<file path="config.mk">
export PLATFORM = sky130hd
export DESIGN_NAME = shift_sequencer
export DESIGN_NICKNAME = d
export VERILOG_FILES = /design/src/rtl/shift_sequencer.sv
export SDC_FILE = /design/constraint.sdc
export NUM_CORES = 1
export LEC_CHECK = 0
export CAP_MARGIN = 5
export CORE_AREA = 2 2 52 54
export DETAILED_ROUTE_END_ITERATION = 12
export DIE_AREA = 0 0 54 56
export PLACE_DENSITY = 0.74
export SETUP_SLACK_MARGIN = 0.15
export SYNTH_ARGS = -nofsm -noshare
export SYNTH_HDL_FRONTEND = slang
export SYNTH_SLANG_ARGS = --single-unit
</file>
<file path="constraint.sdc">
create_clock -name clk -period 4.12 [get_ports clk]
set_clock_uncertainty 0.05 [all_clocks]
set_input_delay 1.03 -clock clk [delete_from_list [all_inputs] [get_ports clk]]
set_output_delay 1.03 -clock clk [all_outputs]
set_load 0.02 [all_outputs]
</file>
<file path="src/rtl/shift_sequencer.sv">
// Multi-cycle shifter: moves an N-bit operand one position per clock, either as a
// zero-fill shift or a rotate in either direction, and posts the result with a done pulse.
module shift_sequencer #(
  parameter int N = 8
) (
  input  logic                 clk,
  input  logic                 rst_n,
  input  logic                 start,
  input  logic                 abort,
  input  logic [N-1:0]         A,
  input  logic [$clog2(N)-1:0] B,
  input  logic                 sel,
  input  logic                 dir,
  output logic                 busy,
  output logic                 done,
  output logic [N-1:0]         Aout
);

  localparam int W = $clog2(N);

  typedef enum logic [1:0] {
    IDLE  = 2'd0,
    SHIFT = 2'd1,
    DONE  = 2'd2
  } state_t;

  state_t         state, state_n;
  logic [N-1:0]   work, work_n;
  logic [W-1:0]   count, count_n;
  logic           sel_q, sel_n;
  logic           dir_q, dir_n;
  logic [N-1:0]   aout_q, aout_n;
  logic [N-1:0]   shifted;

  // One-position move of the work register using the captured mode bits.
  always_comb begin
    shifted = work;
    case ({sel_q, dir_q})
      2'b00:   shifted = {work[N-2:0], 1'b0};
      2'b01:   shifted = {1'b0, work[N-1:1]};
      2'b10:   shifted = {work[N-2:0], work[N-1]};
      default: shifted = {work[0], work[N-1:1]};
    endcase
  end

  always_ff @(posedge clk or negedge rst_n) begin
    if (!rst_n) begin
      state  <= IDLE;
      work   <= '0;
      count  <= '0;
      sel_q  <= 1'b0;
      dir_q  <= 1'b0;
      aout_q <= '0;
    end else begin
      state  <= state_n;
      work   <= work_n;
      count  <= count_n;
      sel_q  <= sel_n;
      dir_q  <= dir_n;
      aout_q <= aout_n;
    end
  end

  always_comb begin
    state_n = state;
    work_n  = work;
    count_n = count;
    sel_n   = sel_q;
    dir_n   = dir_q;
    aout_n  = aout_q;
    case (state)
      IDLE: begin
        // start outranks abort here; abort has nothing to cancel in IDLE.
        if (start) begin
          work_n  = A;
          count_n = B;
          sel_n   = sel;
          dir_n   = dir;
          if (B == '0) begin
            state_n = DONE;
            aout_n  = A;
          end else begin
            state_n = SHIFT;
          end
        end
      end
      SHIFT: begin
        if (abort) begin
          state_n = IDLE;
        end else begin
          work_n  = shifted;
          count_n = count - 1'b1;
          if (count == W'(1)) begin
            state_n = DONE;
            aout_n  = shifted;
          end
        end
      end
      DONE: begin
        // Always one cycle here; start/abort during this cycle are ignored.
        state_n = IDLE;
      end
      default: begin
        state_n = IDLE;
      end
    endcase
  end

  assign busy = (state != IDLE);
  assign done = (state == DONE);
  assign Aout = aout_q;

endmodule

</file>
Yosys cells after proc, flatten, opt, wreduce, memory -nomap -nowiden. Index checks and enable logic that the tools add are counted.

Multiplexer cells: 17. $add $sub $neg: 1. Reductions and logical operators: 9. Equal/unequal tests: 10.

Operator list (count): 2-to-1 mux 8 bit (6); one-hot mux 8 bit (2 select lines) (2); one-hot mux 8 bit (3 select lines) (1); 2-to-1 mux 2 bit (4); != test 2 bit (second input constant) (4); 2-to-1 mux 3 bit (2); one-hot mux 3 bit (2 select lines) (1); AND reduction 5 bit (1); equality test 2 x 1 -> 1 bit (second input constant) (2); equality test 2 bit (second input constant) (2); logical NOT 2 bit (2); one-hot mux 2 bit (2 select lines) (1); AND reduction 2 bit (2); nonzero test 2 bit (2); equality test 3 x 1 -> 1 bit (second input constant) (1); logical NOT 3 bit (1); != test 3 bit (second input constant) (1); AND reduction 3 bit (1); subtractor 3 x 1 -> 3 bit (second input constant) (1).

Output and inout port bits: 10. Flip-flop bits (word level): 23. Logic and storage cells: 43. Input port bits: 17.

Logic depth before layout (Yosys ltp).
Depth in word-level cells: 5. Mapped depth: 6.

Worst setup path after synthesis. Ideal clock, no wire load.

Path kind: in2reg. Start: in B[1]. End: reg aout_q[1], in the netlist Aout[1]. Path slack: 2.088 ns. Stages on the path: 3. Path buffers: 0. Arrival time: 1.857 ns. Cell sequence: nor3_1 -> a31oi_4 -> mux2_2.

Word-level cells in the longest chain between the ends: 3.

RTL lines: start: declaration (RTL line 11) `input logic [$clog2(N)-1:0] B,`; logical NOT 3 bit (RTL line 79) `if (B == '0) begin`; != test 2 bit (no line); AND reduction 5 bit (no line); end signal: assignment (RTL line 60) `aout_q <= aout_n;`; end: declaration (RTL line 32) `logic [N-1:0] aout_q, aout_n;`.

No other way between the ends. A chain may end at the register's enable or synchronous reset.

Worst setup path in the final report.
Start: reg state[1]. End: out busy.

Word-level cells in the longest chain between the ends: 1.

RTL lines: start: declaration (RTL line 27) `state_t state, state_n;`; start signal: assignment (RTL line 55) `state <= state_n;`; nonzero test 2 bit (RTL line 109) `assign busy = (state != IDLE);`; end: declaration (RTL line 14) `output logic busy,`.

No other way between the ends.

==> impl_metrics.py <==
metrics = {
    "place": {
        "placed_cell_area_mm2": 0.00144,
        "gp_congestion": 0.759,
        "place_ws_ps": 1430,
        "dp_hpwl_mm": 1.64,
        "place_inst": 159,
        "place.port_buffers": 26,
    },
    "finish": {
        "nFillCells": 223,
        "fin_util": 0.601,
        "final_area_mm2": 0.00146,
        "drive_gt1_frac": 0.143,
        "area.sequential_um2": 576,
        "final_cells": 163,
        "diodes": 0,
        "area_growth_pct": 25.0,
        "multiInputGateArea_um2": 541,
        "fin_nets": 153,
    },
    "die": {
        "start_util": 0.481,
        "rows": 18,
        "dieHeight_um": 56,
        "ios": 27,
        "die-area_mm2": 0.00302,
        "die_x_um": 54,
        "core_mm2": 0.00243,
    },
    "worst_setup_path": {
        "critPathMaxFanout": 5,
        "reg2reg_setup_slack_ps": 2050,
        "crit_arrival_ps": 1610,
        "crit_start": "state[1]",
        "worstSetupPathType": "flip-flop to output pin",
        "end_kind": "output pin",
        "r2r-start": "state[1]",
        "cp-start-kind": "flip-flop",
        "required_ps": 3040,
    },
    "timing": {
        "timing.final.crit_share": 0.654,
        "min_period_ps": 2690,
        "worst_pin_slew_ps": 1020,
        "grt_setup_unrepaired": "no",
        "finalHoldViolations": 0,
        "relSlewSlack": 0.315,
        "fmax_ghz": 0.371,
        "worst_slack_ps": 1430,
        "drv_slew": 0,
        "tns_ps": 0,
        "final-setup-viol-count": 0,
    },
    "synthesis": {
        "ys_seq_elements": 23,
        "synth_commonest_cells": "dfrtp_1 (23), mux2_2 (14), nand2_1 (13), o21ai_0 (12), mux2i_1 (9)",
        "ys_top_cells_by_area": "dfrtp_1 (49%), mux2_2 (13%), mux2i_1 (7.7%), o21ai_0 (5.1%), nand2_1 (4.2%)",
        "syn_inst": 108,
        "yosys.area.top_type": "dfrtp_1",
        "yosys.area.top_type_share": 0.492,
        "syn_nets": 127,
        "synth_most_common_cell": "dfrtp_1",
        "yosysWarnings": 0,
        "syn_area_mm2": 0.00117,
        "synth_ff_type": "dfrtp_1",
        "synth_edf_count": 0,
        "async_flop_share": 1.00,
        "avgSynthCellArea_um2": 10.8,
        "yosysUniqueCellTypes": 22,
        "seq_area_frac_synth": 0.492,
    },
    "global_route": {
        "grt_pass1_wl_mm": 3.70,
        "grt_max_degree": 24,
        "grtUsageTotal": 0.163,
        "grt_pass1_vias": 874,
        "antenna_found_initial": 0,
        "overflow": 0,
    },
    "flow_run": {
        "drv_cap": 0,
    },
    "cts": {
        "cts_buffer_depth": 2,
        "cts_buffers": 3,
        "cts_tree": "yes",
        "cts_sinks": 23,
        "clkTransAtPathRegs_ps": 120,
        "clk-insertion-delay-late_ps": 300,
        "htreeDepth": 1,
        "cts_hold_buf": 0,
        "cts.repair.resized": 0,
        "root_buffer": "clkbuf_4",
        "cts_setup_buffers": 0,
    },
    "power": {
        "p_leak_nw": 0.665,
        "vdd_ir_drop_max_uv": 447,
        "power_density_mw_per_mm2": 702,
    },
    "worst_hold_path": {
        "hold_path_class": "flip-flop to flip-flop",
        "worstHoldStart": "count[1]",
    },
    "status": {
        "status": "finished clean",
    },
    "route": {
        "avgRoutedWirePerCell_um": 13.9,
        "initialDrtViolationCount": 5,
        "viasPerCell": 5.31,
        "dr.pass1.iters": 4,
        "drc": 0,
        "antenna_left": 0,
        "vias": 865,
        "wirelength_mm": 2.27,
    },
}
-- flip-flops by register name (all words and copies together) (netlist names) --
signal,flops
state,2
dir_q,1
sel_q,1
Aout,8
count,3
work,8
-- routing by layer --
metal | global-route usage | share of wire | up-vias
li1 | - | - | 417
met1 | 0.219 | 0.45 | 419
met5 | 0 | 0 | -
met4 | 0.0643 | 0.0044 | 0
met2 | 0.254 | 0.48 | 27
met3 | 0.0296 | 0.069 | 2
-- kinds of logic (layout without fill, tap and decap cells) --
logic type / after synthesis / after routing / share of synthesized area
buffers and inverters: 11 / 36 / 0.0460
flip-flops: 23 / 23 / 0.492
AO/OA/AOI/OAI: 20 / 20 / 0.107
multiplexers: 23 / 23 / 0.212
adder cells (fa/ha/maj): 2 / 2 / 0.0214
AND/OR/NAND/NOR: 29 / 29 / 0.122
-- area by class of cell --
class	instances	share of cell area
flip-flops and latches	23	0.393
multi-input cells	74	0.370
repair buffers	26	0.178
well taps	30	0.0257
clock buffers	4	0.0180
inverters	6	0.0154
-- report_power, final --
part	internal [W]	total, W	switching [W]
logic	0.000258	0.000499	0.000240
clock network	0.0000377	0.000102	0.0000644
registers	0.000334	0.000426	0.0000917
-- placed cells by master (no fill, tap or decap), types with 3 or more instances in the layout --
cell / count
mux2i_1: 9
clkdlybuf4s50_1: 26
nand2_1: 13
nand2b_1: 4
nor2_1: 4
inv_1: 6
o21ai_0: 12
mux2_2: 14
clkbuf_4: 3
nor2b_1: 3
dfrtp_1: 23
-- path summary, 6_finish.rpt --
check,end,depth (start not counted)
hold / removal,count[1],2
max in group asynchronous,work[3],1
setup / recovery,busy,3
setup reg to reg,Aout[1],4
hold reg to reg,count[1],2
min in group asynchronous,count[1],1
-- metrics by stage --
step | total power (W) | hold WS [ps]
2_1_floorplan | 0.000772 | 399
3_3_place_gp | 0.000917 | 423
3_5_place_dp | 0.000935 | 432
4_1_cts | 0.00104 | 461
5_1_grt | 0.00112 | 499
6_report | 0.00103 | 454
-- worst max-delay path: stages, from the launching register on --
cell	delay (ps)
dfrtp_1	430
nor2_1	270
inv_1	70
clkdlybuf4s50_1	540
No activity file was read; power rests on OpenSTA's default activity.
